**config.mk**
```make
export PLATFORM = sky130hd
export DESIGN_NAME = divider_unsigned_seq
export DESIGN_NICKNAME = d
export VERILOG_FILES = /design/src/rtl/divider_unsigned_seq.sv
export SDC_FILE = /design/constraint.sdc
export NUM_CORES = 1
export LEC_CHECK = 0
export BUFFER_PORTS_ARGS = -buffer_cell sky130_fd_sc_hd__buf_2
export CORE_MARGIN = 2
export CORE_UTILIZATION = 31
export DETAILED_ROUTE_END_ITERATION = 8
export GPL_TIMING_DRIVEN = 1
export PLACE_DENSITY = 0.47
export SLEW_MARGIN = 25
export SYNTH_ARGS = -nofsm -noshare
export SYNTH_HDL_FRONTEND = slang
export SYNTH_HIERARCHICAL = 1
export SYNTH_SLANG_ARGS = --single-unit
```
**constraint.sdc**
```tcl
create_clock -name clk -period 4.8 [get_ports clk]
set_input_delay 0.24 -clock clk [delete_from_list [all_inputs] [get_ports clk]]
set_output_delay 0.24 -clock clk [all_outputs]
set_load 0.03 [all_outputs]
```
**src/rtl/divider_unsigned_seq.sv**
```systemverilog
// Multi-cycle unsigned 32-bit restoring divider with valid/ready on both sides.
// Trial subtractions go through a carry-lookahead adder as a + ~b + 1.

module cla (
  input  logic [31:0] a,
  input  logic [31:0] b,
  input  logic        cin,
  output logic [31:0] sum,
  output logic        cout
);

  logic [31:0] g;
  logic [31:0] p;
  logic [32:0] c;
  logic [3:0]  gg;
  logic [3:0]  pp;
  logic        grp_g;
  logic        grp_p;

  assign g = a & b;
  assign p = a ^ b;

  // Eight 4-bit lookahead groups; group carries chain through group G/P terms.
  // NOTE: every variable written here gets a default first, so no latch can be inferred.
  always_comb begin
    c     = '0;
    gg    = '0;
    pp    = '0;
    grp_g = 1'b0;
    grp_p = 1'b0;
    c[0]  = cin;
    for (int j = 0; j < 8; j++) begin
      gg = g[4*j +: 4];
      pp = p[4*j +: 4];
      c[4*j+1] = gg[0] | (pp[0] & c[4*j]);
      c[4*j+2] = gg[1] | (pp[1] & gg[0]) | (pp[1] & pp[0] & c[4*j]);
      c[4*j+3] = gg[2] | (pp[2] & gg[1]) | (pp[2] & pp[1] & gg[0])
               | (pp[2] & pp[1] & pp[0] & c[4*j]);
      grp_g = gg[3] | (pp[3] & gg[2]) | (pp[3] & pp[2] & gg[1])
            | (pp[3] & pp[2] & pp[1] & gg[0]);
      grp_p = &pp;
      c[4*j+4] = grp_g | (grp_p & c[4*j]);
    end
  end

  assign sum  = p ^ c[31:0];
  assign cout = c[32];

endmodule

module divider_unsigned_seq #(
  parameter int BITS_PER_CYCLE = 1
) (
  input  logic        clk,
  input  logic        rst,
  input  logic        i_valid,
  output logic        o_ready,
  input  logic [31:0] i_dividend,
  input  logic [31:0] i_divisor,
  output logic        o_valid,
  input  logic        i_ready,
  output logic [31:0] o_quotient,
  output logic [31:0] o_remainder,
  output logic        o_busy
);

  localparam int K     = 32 / BITS_PER_CYCLE;
  localparam int CNT_W = (K > 1) ? $clog2(K) : 1;

  typedef enum logic [1:0] {
    IDLE = 2'd0,
    RUN  = 2'd1,
    DONE = 2'd2
  } state_t;

  state_t             state_q;
  state_t             state_d;
  logic [31:0]        qreg_q;
  logic [31:0]        rem_q;
  logic [31:0]        divisor_q;
  logic [31:0]        divisor_inv;
  logic [CNT_W-1:0]   cnt_q;
  logic [31:0]        step_qreg;
  logic [31:0]        step_rem;

  assign divisor_inv = ~divisor_q;

  for (genvar j = 0; j < BITS_PER_CYCLE; j++) begin : g_step
    logic [31:0] rem_in;
    logic [31:0] q_in;
    logic [31:0] rem_out;
    logic [31:0] q_out;
    logic [32:0] s;
    logic [31:0] diff;
    logic        carry;
    logic        ge;

    if (j == 0) begin : g_first
      assign rem_in = rem_q;
      assign q_in   = qreg_q;
    end else begin : g_chain
      assign rem_in = g_step[j-1].rem_out;
      assign q_in   = g_step[j-1].q_out;
    end

    assign s = {rem_in, q_in[31]};

    cla u_cla (
      .a    (s[31:0]),
      .b    (divisor_inv),
      .cin  (1'b1),
      .sum  (diff),
      .cout (carry)
    );

    // Carry-out of a + ~b + 1 is exactly (a >= b); s[32] covers divisors >= 2^31.
    assign ge      = s[32] | carry;
    assign rem_out = ge ? diff : s[31:0];
    assign q_out   = {q_in[30:0], ge};
  end

  assign step_rem  = g_step[BITS_PER_CYCLE-1].rem_out;
  assign step_qreg = g_step[BITS_PER_CYCLE-1].q_out;

  // NOTE: sequential state uses non-blocking assignments so all registers update together.
  always_ff @(posedge clk) begin
    if (rst) begin
      state_q <= IDLE;
    end else begin
      state_q <= state_d;
    end
  end

  always_comb begin
    state_d = state_q;
    case (state_q)
      IDLE:    if (i_valid) state_d = RUN;
      RUN:     if (cnt_q == CNT_W'(K - 1)) state_d = DONE;
      DONE:    if (i_ready) state_d = IDLE;
      default: state_d = IDLE;
    endcase
  end

  // NOTE: datapath registers are cleared by reset too, so a discarded run leaves nothing behind.
  always_ff @(posedge clk) begin
    if (rst) begin
      qreg_q    <= '0;
      rem_q     <= '0;
      divisor_q <= '0;
      cnt_q     <= '0;
    end else begin
      case (state_q)
        IDLE: begin
          if (i_valid) begin
            qreg_q    <= i_dividend;
            divisor_q <= i_divisor;
            rem_q     <= '0;
            cnt_q     <= '0;
          end
        end
        RUN: begin
          qreg_q <= step_qreg;
          rem_q  <= step_rem;
          cnt_q  <= cnt_q + 1'b1;
        end
        default: ;
      endcase
    end
  end

  // Outputs are forced quiet while rst is held, even before the reset edge lands.
  always_comb begin
    o_ready     = 1'b0;
    o_valid     = 1'b0;
    o_busy      = 1'b0;
    o_quotient  = '0;
    o_remainder = '0;
    if (!rst) begin
      case (state_q)
        IDLE: o_ready = 1'b1;
        RUN:  o_busy  = 1'b1;
        DONE: begin
          o_valid     = 1'b1;
          o_quotient  = qreg_q;
          o_remainder = rem_q;
        end
        default: ;
      endcase
    end
  end

endmodule
```
=== Word level (Yosys, flattened, before mapping) ===
Cells that the tools add are included.

* Input port bits: 68
* Word-level logic and storage cells: 247
* Register bits after elaboration: 103

* Muxes and demuxes: 21
* Reduce and logical (&&, ||, !) cells: 13
* $add $sub $neg: 1
* Bitwise gates (word level): 201
* Equal/unequal tests: 6

{| class="wikitable"
|+ Operators with widths
! kind !! number
|-
| 2-to-1 mux 32 bit || 7
|-
| one-hot mux 32 bit (2 select lines) || 2
|-
| bitwise AND 1 bit || 116
|-
| bitwise OR 1 bit || 81
|-
| XOR 32 bit || 2
|-
| bitwise AND 32 bit || 1
|-
| inverter 32 bit || 1
|-
| AND reduction 4 bit || 8
|-
| one-hot mux 5 bit (2 select lines) || 1
|-
| 2-to-1 mux 1 bit || 6
|-
| 2-to-1 mux 2 bit || 3
|-
| inequality test 2 bit, second input constant || 3
|-
| one-hot mux 2 bit (3 select lines) || 1
|-
| adder 5 x 1 -> 5 bit, second input constant || 1
|-
| equality test 5 bit, second input constant || 1
|-
| 2-to-1 mux 5 bit || 1
|-
| AND reduction 2 bit || 2
|-
| AND reduction 3 bit || 1
|-
| equality test 2 x 1 -> 1 bit, second input constant || 1
|-
| equality test 2 bit, second input constant || 1
|-
| logical NOT 2 bit || 1
|-
| nonzero test 2 bit || 1
|}

=== Longest topological paths before layout ===
* Word-level depth: 24
* Mapped depth: 15

=== By module ===
The synthesis kept the hierarchy.

{| class="wikitable"
|+ By module, submodules not included
! module !! instances !! cells an instance !! area an instance (um^2)
|-
| divider_unsigned_seq || 1 || 571 || 4,638.2
|-
| cla || 1 || 157 || 1,337.5
|}

=== Worst setup path before layout ===
No wires, ideal clock.

* Kind: register -> register
* Start: reg divisor_q[7]
* End: reg rem_q[10] (netlist: g_step[0].rem_in[10])
* Path buffers: 1
* Path slack: 1.654 ns
* Cell stages (with the launch flop): 16
* Arrival: 3.028 ns
* Library setup time: 0.118 ns
* Cells stage by stage: dfxtp_1 inv_1 ha_1 a21oi_2 o21ai_2 a221oi_2 o211a_1 a211oi_2 a221o_2 a211oi_2 a21oi_2 a21o_1 nor2_1 buf_2 mux2i_1 o2bb2ai_1

* Word-level cells in the longest chain between the ends: 22
* Elaborated cells on any way between the ends: 32

{| class="wikitable"
|+ Ends and longest elaborated chain
! item !! RTL line !! RTL
|-
| start, declared || 80 || <nowiki>logic [31:0] divisor_q;</nowiki>
|-
| start signal, assigned || 156 || <nowiki>divisor_q <= i_divisor;</nowiki>
|-
| inverter 32 bit * || 86 || <nowiki>assign divisor_inv = ~divisor_q;</nowiki>
|-
| named net divisor_inv[7] || 81 || <nowiki>logic [31:0] divisor_inv;</nowiki>
|-
| XOR 32 bit || 21 || <nowiki>assign p = a ^ b;</nowiki>
|-
| bitwise AND 1 bit (on tied branches) || 39, 40 ||
|-
| bitwise OR 1 bit (tied with other cells) || 39 || <nowiki>grp_g = gg[3] | (pp[3] & gg[2]) | (pp[3] & pp[2] & gg[1])</nowiki>
|-
| bitwise OR 1 bit / bitwise AND 1 bit (equally long branches) || 39, 40 ||
|-
| bitwise OR 1 bit || 40 || <nowiki>| (pp[3] & pp[2] & pp[1] & gg[0]);</nowiki>
|-
| bitwise OR 1 bit * || 42 || <nowiki>c[4*j+4] = grp_g | (grp_p & c[4*j]);</nowiki>
|-
| [8 not listed] || n/a ||
|-
| bitwise AND 1 bit * || 42 ||
|-
| bitwise OR 1 bit * || 42 ||
|-
| bitwise AND 1 bit * || 42 ||
|-
| bitwise OR 1 bit * || 42 ||
|-
| named net g_step[0].carry || 95 || <nowiki>logic carry;</nowiki>
|-
| bitwise OR 1 bit * || 117 || <nowiki>assign ge = s[32] | carry;</nowiki>
|-
| 2-to-1 mux 32 bit * || 118 || <nowiki>assign rem_out = ge ? diff : s[31:0];</nowiki>
|-
| one-hot mux 32 bit (2 select lines) * || 152 || <nowiki>case (state_q)</nowiki>
|-
| end signal, assigned || 163 || <nowiki>rem_q <= step_rem;</nowiki>
|-
| end, declared || 79 || <nowiki>logic [31:0] rem_q;</nowiki>
|}

The timed path passes the listed nets; every way through them passes the cells marked *.
A chain may end at the register's enable or synchronous reset.

=== Worst setup path after layout ===
* Start: reg rem_q[4] (netlist: g_step[0].rem_in[4])
* End: reg rem_q[16] (netlist: g_step[0].rem_in[16])

* Word-level cells in the longest chain between the ends: 20
* Elaborated cells on any way between the ends: 26

{| class="wikitable"
|+ Ends and longest elaborated chain
! item !! RTL line
|-
| bitwise AND 32 bit / XOR 32 bit (equally long branches) || 20, 21
|-
| bitwise AND 1 bit (on tied branches) || 39, 40
|-
| bitwise OR 1 bit / bitwise AND 1 bit (equally long branches) || 39, 40
|-
| bitwise OR 1 bit || 40
|-
| bitwise OR 1 bit * || 42
|-
| bitwise AND 1 bit * || 42
|-
| bitwise OR 1 bit * || 42
|-
| bitwise AND 1 bit * || 42
|-
| [5 not listed] || n/a
|-
| bitwise AND 1 bit * || 42
|-
| bitwise OR 1 bit * || 42
|-
| bitwise AND 1 bit * || 42
|-
| bitwise OR 1 bit * || 42
|-
| named net g_step[0].carry || 95
|-
| bitwise OR 1 bit * || 117
|-
| 2-to-1 mux 32 bit * || 118
|-
| one-hot mux 32 bit (2 select lines) * || 152
|}

Marked as above.

==> metrics.txt <==
outcome complete, no violations; Synth area leader dfxtp_1; clk_lat worst skew 0.35 ns; Ant. Diodes 0; Reg-to-Reg Start g_step[0].rem_in[4]; 1st-pass router iterations 4; Min Clock Period, post-route 3.57 ns; CTS root buf clkbuf_16; setup tns final 0 ns; Hold Path Sink divisor_q[23]; syn_area_per_cell between 8 and 9 sq um; Final setup viols 0; Final period util 0.745; CTS max path bufs 2; Worst Path Required 5.02 ns; vias per cell approximately 4.6; post-synthesis sequential area ratio 0.345; final hold vios 0; max-slew violations 0; Worst Reg-to-Reg Cells 14; Buf/Inv on CP 1; dpl cells roughly 1,100; # Post-CTS Setup Buffers 0; worst-path cell chain ha_1 -> a21oi_1 -> o21ai_2 -> a221oi_2 -> o211a_1 -> a211oi_2 -> a221o_2 -> a211oi_2 -> a21oi_2 -> a21o_1 -> nor2_4 -> buf_4 -> mux2i_1 -> o2bb2ai_1; synthesis-stage register bit count between 100 and 150; Post-Syn Area between 5000 and 6000 sq um; Fmax 0.280 GHz; EDFF count, synth 0; crit path launch type flip-flop; largest net degree at the start of global routing 45; area growth from synthesis to layout 19.8%; sequential power share 0.254; Comb pwr share 0.563; deepest level of the CTS H-tree 3; fin cells approximately 1,100; Die Area around 20,000 sq um; sw frac 0.400; Total GRT Usage 0.154; layout cells sized above 1 0.212; initial core utilization 0.317; number of global-route vias before repair 5,017; Worst setup EP type flip-flop; top_reg_cell synth dfxtp_1; DRT antenna net count 0; slew of the pin with the lowest slew margin roughly 0.85 ns; Post-Route Skew roughly 0.010 ns; CTS resizes 0; wire length per cell ~14 um; total grt overflow 0; Gate Count Post-Synth about 730; most common cell after layout, fill and taps aside buf_2; Power Density about 630 nW/um^2; Setup CP Type reg -> reg; clock share of power 0.183; core footprint around 19,000 sq um; total CTS buffers 9; DRC viols 0; first-pass GRT wire length between 20,000 and 30,000 um; CP max stage delay approximately 0.48 ns; Rel. slew slack 0.433; CP delay by family, top compound AO/OA/AOI/OAI gates; Worst R2R End g_step[0].rem_in[16]; Final #Nets roughly 950; Iter 0 DRT Violations ~190; Worst VDD drop 0.000284 V; initial antenna violation count 0; TritonCTS clock tree done; HPWL after DPL between 10,000 and 15,000 um; max-cap check violation count 0; most frequent cells in the layout buf_2 (134), nor2_1 (108), dfxtp_1 (103); Net Sw Power 0.00180 W; row cnt 50; input/output buffers 134; synth unique cells between 50 and 60; clock sink count 103; Synth top area share 0.345; hold bufs inserted after CTS 0; Leak around 3.4 nW; final worst slack ~1.2 ns; final WL between 15,000 and 20,000 um; Hold Crit Class in -> reg; fraction of registers with async set/reset 0; Chip Width between 100 and 150 um; R2R Setup Slk approximately 1.2 ns; Hold Path Depth 3; slowest CP cell buf_4; internal power 0.00270 W; crit-path max FO 31; Synth area leaders dfxtp_1 (35%), ha_1 (7.1%), nor2_1 (6.9%); worst slack, placed 1.21 ns; via count approximately 5,100; Die Span Y 143 um; gp weighted congestion about 0.77; Reg clk slew, reported paths 0.08 ns; hold path startpoint i_divisor[23]; # IOs 135; Yosys warnings 6; Worst path most repeated cell a211oi_2; CP arrival between 3 and 4 ns; unrepaired setup endpoints after global routing false
[worst reg2reg max path: stages (launching register included)]
cell       delay [ns]
dfxtp_1          0.35
ha_1             0.35
a21oi_1          0.19
o21ai_2          0.09
a221oi_2         0.29
o211a_1          0.21
a211oi_2         0.06
a221o_2          0.39
a211oi_2         0.25
a21oi_2          0.10
a21o_1           0.24
nor2_4           0.08
buf_4            0.48
mux2i_1          0.27
o2bb2ai_1        0.09
[kinds of logic after synthesis]
| group | count (synthesis) | share of synthesized area |
|---|---|---|
| AND/OR/NAND/NOR | 314 | 0.252 |
| AO/OA/AOI/OAI | 123 | 0.147 |
| flip-flops | 103 | 0.345 |
| buffers and inverters | 88 | 0.0670 |
| adder cells (fa/ha/maj) | 42 | 0.0980 |
| multiplexers | 33 | 0.0553 |
| XOR/XNOR | 24 | 0.0352 |
| other | 1 | 0.000628 |
[layer usage]
metal | GRT usage | wire, um | vias to the layer above
li1 | - | - | 2672
met2 | 0.254 | 7140 | 96
met4 | 0.0360 | 132 | 0
met5 | 0 | 0 | -
met1 | 0.200 | 7450 | 2298
met3 | 0.0443 | 812 | 11
[worst max-delay path by stage]
stage	start	to	slack (ns)	cells after the start
after floorplan	divisor_q[7]	g_step[0].rem_in[10]	1.65	15
after CTS	divisor_q[0]	g_step[0].rem_in[14]	1.20	15
after detailed placement	g_step[0].rem_in[4]	g_step[0].rem_in[26]	1.21	14
after global routing	g_step[0].rem_in[6]	g_step[0].rem_in[10]	0.88	14
after global placement	g_step[0].q_in[31]	g_step[0].rem_in[7]	1.28	14
final	g_step[0].rem_in[4]	g_step[0].rem_in[16]	1.23	14
[state kept, by name, indices dropped and copies added (netlist names)]
name / count
cnt_q: 5
divisor_q: 32
g_step.q_in: 32
g_step.rem_in: 32
state_q: 2
[synthesized netlist by cell type, types with 13 or more instances]
cell type / instances
a21oi_1: 47
o2bb2ai_1: 32
inv_1: 45
and2_1: 64
dfxtp_1: 103
nand2_1: 76
xor2_1: 13
ha_1: 34
nor4_1: 31
mux2i_1: 33
nor2_1: 110
buf_2: 19
[stage by stage]
stage	utilization	instance area [sq um]	power, W	hold WS, ns
finish	0.380	7160	0.00449	0.117
global route	0.380	7160	0.00487	0.114
CTS	0.380	7160	0.00456	0.104
detailed placement	0.362	6830	0.00371	0.447
global placement	0.362	6830	0.00373	0.444
floorplan	-	5980	0.00326	0.376
[power by group through the flow]
stage               clock [W]  sequential (W)  combinational (W)
floorplan                   0         0.00111            0.00215
global placement            0         0.00117            0.00256
detailed placement          0         0.00117            0.00255
CTS                  0.000853         0.00115            0.00256
global route         0.000882         0.00117            0.00282
finish               0.000821         0.00114            0.00253
[cell type report]
class | instances | area, sq um
fillers | 2008 | 11700
multi-input cells | 538 | 3540
flip-flops and latches | 103 | 2060
repair buffers | 142 | 731
well taps | 260 | 325
clock buffers | 10 | 239
inverters | 45 | 169
clock inverters | 6 | 92.6
No activity file was read; power rests on OpenSTA's default activity.
